$ cat src/rtl/common_buffer_pkg.sv
// Shared helpers for the common buffer family: width math and occupancy mode encoding.
package common_buffer_pkg;

   typedef enum logic [1:0] {
      MODE_EMPTY   = 2'd0,
      MODE_PARTIAL = 2'd1,
      MODE_FULL    = 2'd2
   } buf_mode_e;

   function automatic int clog2(input int value);
      int result;
      int v;
      result = 0;
      v = value - 1;
      while (v > 0) begin
         result = result + 1;
         v = v >> 1;
      end
      return result;
   endfunction

   // Pointer width never collapses to zero bits, even for a single-entry buffer.
   function automatic int ptr_w(input int depth);
      return (clog2(depth) < 1) ? 1 : clog2(depth);
   endfunction

   function automatic int cnt_w(input int depth);
      return clog2(depth + 1);
   endfunction

endpackage

$ cat src/rtl/common_bypass_fifo_mem.sv
// DEPTH-entry register file: one synchronous write port, one asynchronous read port, no data reset.
module common_bypass_fifo_mem #(
   parameter int BUFFER_WIDTH = 1,
   parameter int DEPTH        = 2,
   parameter int AW           = 1
) (
   input  logic                    clk,
   input  logic                    we,
   input  logic [AW-1:0]           waddr,
   input  logic [BUFFER_WIDTH-1:0] wdata,
   input  logic [AW-1:0]           raddr,
   output logic [BUFFER_WIDTH-1:0] rdata
);

   // Array is padded to the full address space so the read index is always in range.
   logic [BUFFER_WIDTH-1:0] entry_q [2**AW];

   for (genvar i = 0; i < 2**AW; i++) begin : g_entry
      if (i < DEPTH) begin : g_real
         logic entry_we;
         assign entry_we = we && (waddr == AW'(i));
         stdmacro_dffe #(.WIDTH(BUFFER_WIDTH)) u_entry (
            .clk (clk),
            .en  (entry_we),
            .d   (wdata),
            .q   (entry_q[i])
         );
      end else begin : g_pad
         assign entry_q[i] = '0;
      end
   end

   assign rdata = entry_q[raddr];

endmodule

$ cat src/rtl/stdmacro_dffe.sv
// Enable flops: plain variant for payload storage, async active-low reset variant for control.
module stdmacro_dffe #(
   parameter int WIDTH = 1
) (
   input  logic             clk,
   input  logic             en,
   input  logic [WIDTH-1:0] d,
   output logic [WIDTH-1:0] q
);

   always_ff @(posedge clk) begin
      if (en) q <= d;
   end

endmodule

module stdmacro_dffe_ar #(
   parameter int WIDTH = 1
) (
   input  logic             clk,
   input  logic             rst_n,
   input  logic             en,
   input  logic [WIDTH-1:0] d,
   output logic [WIDTH-1:0] q
);

   always_ff @(posedge clk or negedge rst_n) begin
      if (!rst_n)  q <= '0;
      else if (en) q <= d;
   end

endmodule

$ cat src/rtl/common_bypass_fifo.sv
// Multi-entry bypass FIFO: zero-latency pass-through when empty, in-order storage under back-pressure.
module common_bypass_fifo
   import common_buffer_pkg::*;
#(
   parameter int BUFFER_WIDTH = 1,
   parameter int DEPTH        = 2
) (
   input  logic                      clk,
   input  logic                      reset,
   input  logic [BUFFER_WIDTH-1:0]   prev_i_data,
   input  logic                      prev_i_valid,
   output logic                      prev_o_ready,
   output logic [BUFFER_WIDTH-1:0]   next_o_data,
   output logic                      next_o_valid,
   input  logic                      next_i_ready,
   input  logic                      i_flush,
   output logic [cnt_w(DEPTH)-1:0]   o_count,
   output logic                      o_empty,
   output logic                      o_full
);

   localparam int PW = ptr_w(DEPTH);
   localparam int CW = cnt_w(DEPTH);

   logic [PW-1:0]           rd_ptr_q, rd_ptr_d;
   logic [PW-1:0]           wr_ptr_q, wr_ptr_d;
   logic [CW-1:0]           count_q, count_d;
   logic [BUFFER_WIDTH-1:0] mem_rdata;
   buf_mode_e               mode;
   logic                    push, pop, mem_we, drain, state_en;

   function automatic logic [PW-1:0] ptr_inc(input logic [PW-1:0] p);
      return (p == PW'(DEPTH - 1)) ? '0 : p + PW'(1);
   endfunction

   always_comb begin
      mode = MODE_PARTIAL;
      if (count_q == '0)                mode = MODE_EMPTY;
      else if (count_q == CW'(DEPTH))   mode = MODE_FULL;
   end

   assign o_empty = (mode == MODE_EMPTY);
   assign o_full  = (mode == MODE_FULL);
   assign o_count = count_q;

   // Ready is independent of next_i_ready, so no ready-to-ready combinational path exists.
   assign prev_o_ready = ~o_full & ~i_flush & reset;
   assign next_o_data  = o_empty ? prev_i_data : mem_rdata;
   assign next_o_valid = (o_empty ? prev_i_valid : 1'b1) & ~i_flush & reset;

   assign push = prev_i_valid & prev_o_ready;
   assign pop  = next_o_valid & next_i_ready;

   // Once anything is stored, every push goes through storage so older beats drain first.
   assign mem_we   = push & ~(o_empty & pop);
   assign drain    = pop & ~o_empty;
   assign state_en = i_flush | mem_we | drain;

   always_comb begin
      rd_ptr_d = rd_ptr_q;
      wr_ptr_d = wr_ptr_q;
      count_d  = count_q;
      if (i_flush) begin
         rd_ptr_d = '0;
         wr_ptr_d = '0;
         count_d  = '0;
      end else begin
         if (mem_we) wr_ptr_d = ptr_inc(wr_ptr_q);
         if (drain)  rd_ptr_d = ptr_inc(rd_ptr_q);
         case ({mem_we, drain})
            2'b10:   count_d = count_q + CW'(1);
            2'b01:   count_d = count_q - CW'(1);
            default: count_d = count_q;
         endcase
      end
   end

   stdmacro_dffe_ar #(.WIDTH(PW)) u_rd_ptr (
      .clk   (clk),
      .rst_n (reset),
      .en    (state_en),
      .d     (rd_ptr_d),
      .q     (rd_ptr_q)
   );

   stdmacro_dffe_ar #(.WIDTH(PW)) u_wr_ptr (
      .clk   (clk),
      .rst_n (reset),
      .en    (state_en),
      .d     (wr_ptr_d),
      .q     (wr_ptr_q)
   );

   stdmacro_dffe_ar #(.WIDTH(CW)) u_count (
      .clk   (clk),
      .rst_n (reset),
      .en    (state_en),
      .d     (count_d),
      .q     (count_q)
   );

   common_bypass_fifo_mem #(
      .BUFFER_WIDTH (BUFFER_WIDTH),
      .DEPTH        (DEPTH),
      .AW           (PW)
   ) u_mem (
      .clk   (clk),
      .we    (mem_we),
      .waddr (wr_ptr_q),
      .wdata (prev_i_data),
      .raddr (rd_ptr_q),
      .rdata (mem_rdata)
   );

endmodule
$ cat config.mk
export PLATFORM = sky130hd
export DESIGN_NAME = common_bypass_fifo
export DESIGN_NICKNAME = d
export VERILOG_FILES = /design/src/rtl/common_buffer_pkg.sv /design/src/rtl/common_bypass_fifo_mem.sv /design/src/rtl/stdmacro_dffe.sv /design/src/rtl/common_bypass_fifo.sv
export SDC_FILE = /design/constraint.sdc
export NUM_CORES = 1
export LEC_CHECK = 0
export ABC_CLOCK_PERIOD_IN_PS = 1000
export BUFFER_PORTS_ARGS = -buffer_cell sky130_fd_sc_hd__buf_4
export CORE_AREA = 2 2 39 41
export CTS_CLUSTER_SIZE = 16
export DETAILED_ROUTE_END_ITERATION = 10
export DIE_AREA = 0 0 41 43
export GPL_TIMING_DRIVEN = 0
export PLACE_DENSITY = 0.55
export SYNTH_ARGS = -nofsm -noshare
export SYNTH_HDL_FRONTEND = slang
export SYNTH_SLANG_ARGS = --single-unit
$ cat constraint.sdc
create_clock -name clk -period 1 [get_ports clk]
set_input_delay 0.05 -clock clk [delete_from_list [all_inputs] [get_ports clk]]
set_output_delay 0.05 -clock clk [all_outputs]
set_load 0.05 [all_outputs]
Yosys cells after proc, flatten, opt, wreduce, memory -nomap -nowiden
Cells that the tools add are included.
W data, S select, Z words.
{ "word_totals": {"regBits": 6, "latch_bits": 0, "mem_bits_rw": 0, "mem_bits_ro": 0, "in_bits": 6, "out_inout_bits": 7, "wordCells": 56, "mem_count": 0} }
{ "classes": {"n_addsub": 4, "mul": 0, "div": 0, "order_cmp": 1, "n_eq_ne": 4, "shifts": 0, "n_mux": 15, "n_bitwise": 17, "n_reduce_logical": 10} }
{ "ops": {"columns": ["op", "count"], "rows": [
  ["$mux W1", 11],
  ["$and A1 B1 Y1", 9],
  ["$eq A2 B2 Y1 const B", 3],
  ["$mux W2", 3],
  ["$reduce_and A2 Y1", 3],
  ["$not A1 Y1", 5],
  ["$logic_not A2 Y1", 2],
  ["$pmux W2 S2", 1],
  ["$reduce_bool A2 Y1", 2],
  ["$reduce_bool A3 Y1", 1],
  ["$add A1 B1 Y1 const B", 2],
  ["$add A2 B1 Y2 const B", 1],
  ["$eq A2 B1 Y1 const B", 1],
  ["$ge A2 B2 Y1 const B", 1],
  ["$logic_and A1 B1 Y1", 2],
  ["$not A1 Y2", 1],
  ["$or A1 B1 Y1", 2],
  ["$sub A2 B1 Y2 const B", 1]
]} }

Depth between registers and ports, before layout
{ "depth": {"ltp_word": 14, "mapped_depth": 3, "ltp_nobuf": 3} }

Cells and area by module
Synthesis repeated with hierarchy kept, for this count alone.
{ "unflattened": {"hier_cells": 38, "hier_area_um2": 437.9} }
{ "modules_own_cells": {"columns": ["module", "instances", "cells_per_inst", "area_each_um2", "seq_area_each_um2"], "rows": [
  ["common_bypass_fifo", 1, 25, 197.7, 0.0],
  ["stdmacro_dffe_ar (u_rd_ptr ...)", 2, 2, 40.0, 25.0],
  ["stdmacro_dffe_ar (u_count)", 1, 4, 72.6, 50.0],
  ["stdmacro_dffe", 2, 1, 30.0, 30.0],
  ["common_bypass_fifo_mem", 1, 3, 27.5, 0.0]
]} }

Least setup slack after synthesis
OpenSTA, ideal clock, no wires.
{ "synth_timing": {"kind": "reg-to-output", "from": "register u_count.q[1]", "to": "output next_o_data", "t_arrival_ns": 2.170, "t_required_ns": 0.950, "path_slack_ns": -1.220, "stages_incl_launch_ff": 3, "n_path_buf": 0, "path_cell_list": "dfrtp_1 nor2_2 o21ai_0"} }
{ "synth_via": {"elab_chain_cells": 5, "word_cells_on_any_way": 6, "cone_classes": "eq/ne (1); mux (3); reduce/logical (2)"} }
{ "synth_rtl": {"columns": ["element", "line_no", "rtl"], "rows": [
  ["start, declared", "stdmacro_dffe.sv:24", "output logic [WIDTH-1:0] q"],
  ["start signal, assigned", "stdmacro_dffe.sv:28", "if (!rst_n) q <= '0;"],
  ["start signal, assigned", "stdmacro_dffe.sv:29", "else if (en) q <= d;"],
  ["$eq A2 B2 Y1", "common_bypass_fifo.sv:39", "else if (count_q == CW'(DEPTH)) mode = MODE_FULL;"],
  ["$mux W2", "common_bypass_fifo.sv:39", null],
  ["$mux W2 *", "common_bypass_fifo.sv:38", "if (count_q == '0) mode = MODE_EMPTY;"],
  ["$logic_not A2 Y1 *", "common_bypass_fifo.sv:42", "assign o_empty = (mode == MODE_EMPTY);"],
  ["net o_empty", "common_bypass_fifo.sv:18", "output logic o_empty,"],
  ["$mux W1 *", "common_bypass_fifo.sv:48", "assign next_o_data = o_empty ? prev_i_data : mem_rdata;"],
  ["end, declared", "common_bypass_fifo.sv:13", "output logic [BUFFER_WIDTH-1:0] next_o_data,"]
]} }
Mark *: on every way through the listed nets, which the timed path passes. The rest lies on a longest branch.

Worst setup path in the final report
{ "layout_timing": {"from": "register u_count.q[1]", "to": "output next_o_data"} }
{ "layout_via": {"elab_chain_cells": 5, "word_cells_on_any_way": 6, "cone_classes": "eq/ne (1); mux (3); reduce/logical (2)"} }
{ "layout_rtl": {"columns": ["element", "line_no"], "rows": [
  ["$eq A2 B2 Y1", "common_bypass_fifo.sv:39"],
  ["$mux W2", "common_bypass_fifo.sv:39"],
  ["$mux W2 *", "common_bypass_fifo.sv:38"],
  ["$logic_not A2 Y1 *", "common_bypass_fifo.sv:42"],
  ["$mux W1 *", "common_bypass_fifo.sv:48"]
]} }
Mark *: on every way between the ends. The rest lies on a longest branch, timed or not.

==> results list <==
- Antenna Cells: 0
* Global-route wire length before repair: 1390 um
- The total count of hold-check failures in the final report came to 0.
* Number of buffers between clock root and the deepest sink: 2
- Final setup margin: -0.239 ns
- Clock edge transition at the registers on the reported setup and hold paths: 0.04 ns
* Register bit total from synthesis: 6
* CTS tree: yes
- In the global route stage, overall resource usage came out at 0.124.
* Synthesis-to-finish area growth: 91.5%
* Largest family of logic cells by synthesized area: simple AND/OR/NAND/NOR gates
- In this run the number of cells on the critical path is 4.
- Floorplan core area: 0.00138 mm^2
- Proportion of synthesized chip area in sequential cells: 0.452
- DRT Pass-1 Iters: 2
* Root buffer selected by CTS: sky130_fd_sc_hd__clkbuf_4
- The layout has 129 filler cells.
- Post-Synth Adder-Cell Area: 0
- HPWL after DPL: 552 um
- Hold Path Cell Cnt: 4
* Crit path buffers/inverters: 1
* Register-to-register path setup slack: -0.22 ns
- In this run the tool buffered the top-level ports with 12 buffer cells.
- Pin count of the biggest net entering global routing: 8
- The worst pin sits at a relative slew slack of 0.827.
* Critical path's largest stage delay: 0.44 ns
* Synth warn: 0
- Post-DR vias/cell: 4.73
- In the routed design, unresolved DRC markers number 0.
- Of the total synthesized cell area, the portion taken by AND, OR, NAND and NOR gates is 0.269.
* Setup Skew: 0.00635 ns
* Routed wire length: 960 um
- Period utilisation layout: 1.24
* Average instance area after synthesis: 8.85 um^2
- Violated checks: negative setup slack
- Setup repair after global routing could not meet its margin everywhere.
* Horizontal die dimension: 41 um
- Max_cap viols: 0
* Synth Area in Compound Gates: 0.166
- The initial utilization of the core area, before any placement, comes to 0.256.
- Number of global-route vias before repair: 326
* Worst EP arrival: 1.19 ns
* Iter 0 DRT Violations: 5
- Of all nets on the critical path, the largest fanout is 5.
- The detailed router placed 383 vias in this run.
- Power Density: 1070 mW/mm^2
- Summing all multi-input logic gate instances after layout gives 248 um^2.
* CP required: 0.95 ns
- Antenna violations before repair: 0
- Of the total synthesized cell area, the portion taken by XOR and XNOR cells is 0.0247.
* Nets: 72
- In this run the critical register-to-register path is launched from u_count.q[1]$_DFFE_PN0P_.
- STA classifies the critical path startpoint as a flip-flop.
* Worst voltage drop across the vdd grid: 0.646 mV
- The cell count after synthesis came out at 40.
- For this run the aggregate overflow at the end of global routing stands at 0.
- Routability-driven placement finished with a final weighted congestion of 0.760.
* Area after DPL: 502 um^2
* Die height: 43 um
- In the final layout, the share of cells above drive strength 1 is 0.538.
- Setup violations remaining at the end of the flow were counted as 13.
* Final instance area: 678 um^2
* R2r endpoint: u_mem.g_entry[1].g_real.u_entry.q$_DFFE_PP_
* Number of buffers added by the clock tree synthesis step: 3
- Capturing element type of the critical path: output port
* Result of the run: finished, violations left
- Number of unique standard cell types used by synthesis: 18
- Slowest stage cell on the critical path: sky130_fd_sc_hd__dfrtp_2
- Remaining antenna violation count: 0
- Worst setup path start: u_count.q[1]$_DFFE_PN0P_
- Across all hold checks on the routed design, the worst slack comes to 0.147 ns.
- Type of the tightest min-delay check: in -> reg
- After synthesis, the share of cell area in mux cells is 0.0565.
- Clk Latency, worst-skew pair: 0.25 ns
- Cells along the critical path: nor2_4 > nand2_2 > o21ai_4 > buf_6
* Count of clock tree sinks: 6
* Site row count: 14
* R2R depth: 3
- CTS built an H-tree with a depth of 1.
- Registers take 163 um^2.
* Count of pins over their slew limit: 0
- On the critical path the largest part of the delay comes from flip-flops.
* Pre-CTS WS: -0.192 ns
- The die covers 0.00176 mm^2.
- After detailed routing, the average wire length per cell comes to 11.9 um.
- For this design the top-level I/O count stands at 13.
* Critical path class: reg -> out
- The most critical setup path has its endpoint at next_o_data.
- Minimum clock period: 1.24 ns
- The number of nets in the synthesized netlist is 46.
* Leakage power figure: 0.284 nW
- For the pin with the worst max-slew slack, the measured transition is 0.252 ns.
* Achievable clock frequency: 0.807 GHz
- Post-synthesis instance area: 354 um^2
## cell usage after synthesis
cell / n / area (um^2)
sky130_fd_sc_hd__nand2_1: 4 / 15.0
sky130_fd_sc_hd__xnor2_1: 1 / 8.76
sky130_fd_sc_hd__and2_2: 1 / 7.51
sky130_fd_sc_hd__edfxtp_1: 2 / 60.1
sky130_fd_sc_hd__dfrtp_1: 4 / 100
sky130_fd_sc_hd__nor3b_1: 1 / 7.51
sky130_fd_sc_hd__and2b_2: 1 / 8.76
sky130_fd_sc_hd__inv_1: 3 / 11.3
sky130_fd_sc_hd__nor2_2: 1 / 6.26
sky130_fd_sc_hd__and4bb_2: 1 / 12.5
sky130_fd_sc_hd__mux2i_1: 2 / 20.0
sky130_fd_sc_hd__o2111ai_1: 1 / 8.76
sky130_fd_sc_hd__o21ai_0: 6 / 30.0
sky130_fd_sc_hd__nor3_1: 1 / 5.00
sky130_fd_sc_hd__and2b_1: 1 / 7.51
sky130_fd_sc_hd__nor2_1: 5 / 18.8
sky130_fd_sc_hd__or3_1: 1 / 6.26
sky130_fd_sc_hd__a21oi_1: 4 / 20.0
## worst min-delay path by stage
stage / slack [ns] / endpoint / start
finish: 0.15 / u_wr_ptr.q$_DFFE_PN0P_ / i_flush
global route: 0.15 / u_wr_ptr.q$_DFFE_PN0P_ / prev_i_valid
CTS: 0.11 / u_wr_ptr.q$_DFFE_PN0P_ / i_flush
detailed placement: -0.13 / u_rd_ptr.q$_DFFE_PN0P_ / reset
global placement: -0.13 / u_rd_ptr.q$_DFFE_PN0P_ / reset
floorplan: -0.25 / u_count.q[0]$_DFFE_PN0P_ / reset
## report_power, final
| group | switching, mW | leakage [nW] | internal, mW |
|---|---|---|---|
| Clock | 0.0929 | 0.0150 | 0.151 |
| Combinational | 0.113 | 0.199 | 0.0936 |
| Sequential | 0.00914 | 0.0698 | 0.262 |
| Total | 0.215 | 0.284 | 0.507 |
## worst register-to-register path: stages (launching register included)
cell                        delay, ns
sky130_fd_sc_hd__dfrtp_2         0.44
sky130_fd_sc_hd__nor2_1          0.20
sky130_fd_sc_hd__o2111ai_4       0.14
sky130_fd_sc_hd__nor2_1          0.15
## final cells by class
| class | instances | area share |
|---|---|---|
| clock buffers | 4 | 0.0387 |
| inverters | 3 | 0.0166 |
| multi-input cells | 31 | 0.365 |
| flip-flops and latches | 6 | 0.240 |
| well taps | 16 | 0.0295 |
| repair buffers | 21 | 0.310 |
## cell usage in the layout (no fill, tap or decap), types with 2 or more instances in the layout
cell                            count
sky130_fd_sc_hd__buf_6              6
sky130_fd_sc_hd__edfxtp_1           2
sky130_fd_sc_hd__nand2_1            3
sky130_fd_sc_hd__buf_4              9
sky130_fd_sc_hd__a21oi_1            2
sky130_fd_sc_hd__dlygate4sd3_1      3
sky130_fd_sc_hd__dfrtp_2            2
sky130_fd_sc_hd__nor2_4             3
sky130_fd_sc_hd__dfrtp_1            2
sky130_fd_sc_hd__mux2i_1            2
sky130_fd_sc_hd__o21ai_1            4
sky130_fd_sc_hd__a21oi_2            2
sky130_fd_sc_hd__buf_8              3
sky130_fd_sc_hd__nor2_1             3
sky130_fd_sc_hd__clkbuf_4           3
sky130_fd_sc_hd__inv_1              3
## logic make-up (layout without fill, tap and decap cells)
group / after synthesis / after routing
XOR/XNOR: 1 / 1
AND/OR/NAND/NOR: 17 / 17
flip-flops: 6 / 6
AO/OA/AOI/OAI: 11 / 11
buffers and inverters: 3 / 28
multiplexers: 2 / 2
## metrics by stage
step	std cells	TNS [ns]	total power, mW	util
floorplan	40	-1.77	0.371	-
global placement	68	-0.620	0.425	0.363
detailed placement	68	-0.734	0.427	0.363
CTS	81	-2.12	0.727	0.471
global route	81	-2.76	0.764	0.490
finish	81	-2.09	0.723	0.490
## sequential cells by signal, indices dropped and copies added (netlist names)
register                        cells
u_rd_ptr.q                          1
u_mem.g_entry.g_real.u_entry.q      2
u_wr_ptr.q                          1
u_count.q                           2
## per-layer routing
metal / vias up / routed length [um] / track usage
met5: - / 0 / 0
met4: 0 / 11 / 0.0600
met3: 2 / 27 / 0.0628
met2: 7 / 488 / 0.163
met1: 183 / 432 / 0.162
li1: 191 / - / -
## what timing repair did
| action | 4_1_cts | 5_1_grt |
|---|---|---|
| hold endpoints to repair | 9 | 0 |
| setup buffers | 6 | 0 |
| setup endpoints to repair | 11 | 13 |
| hold buffers | 3 | 0 |
| pin swaps | 4 | 1 |
| resized for setup | 15 | 5 |
No activity file was read; power rests on OpenSTA's default activity.
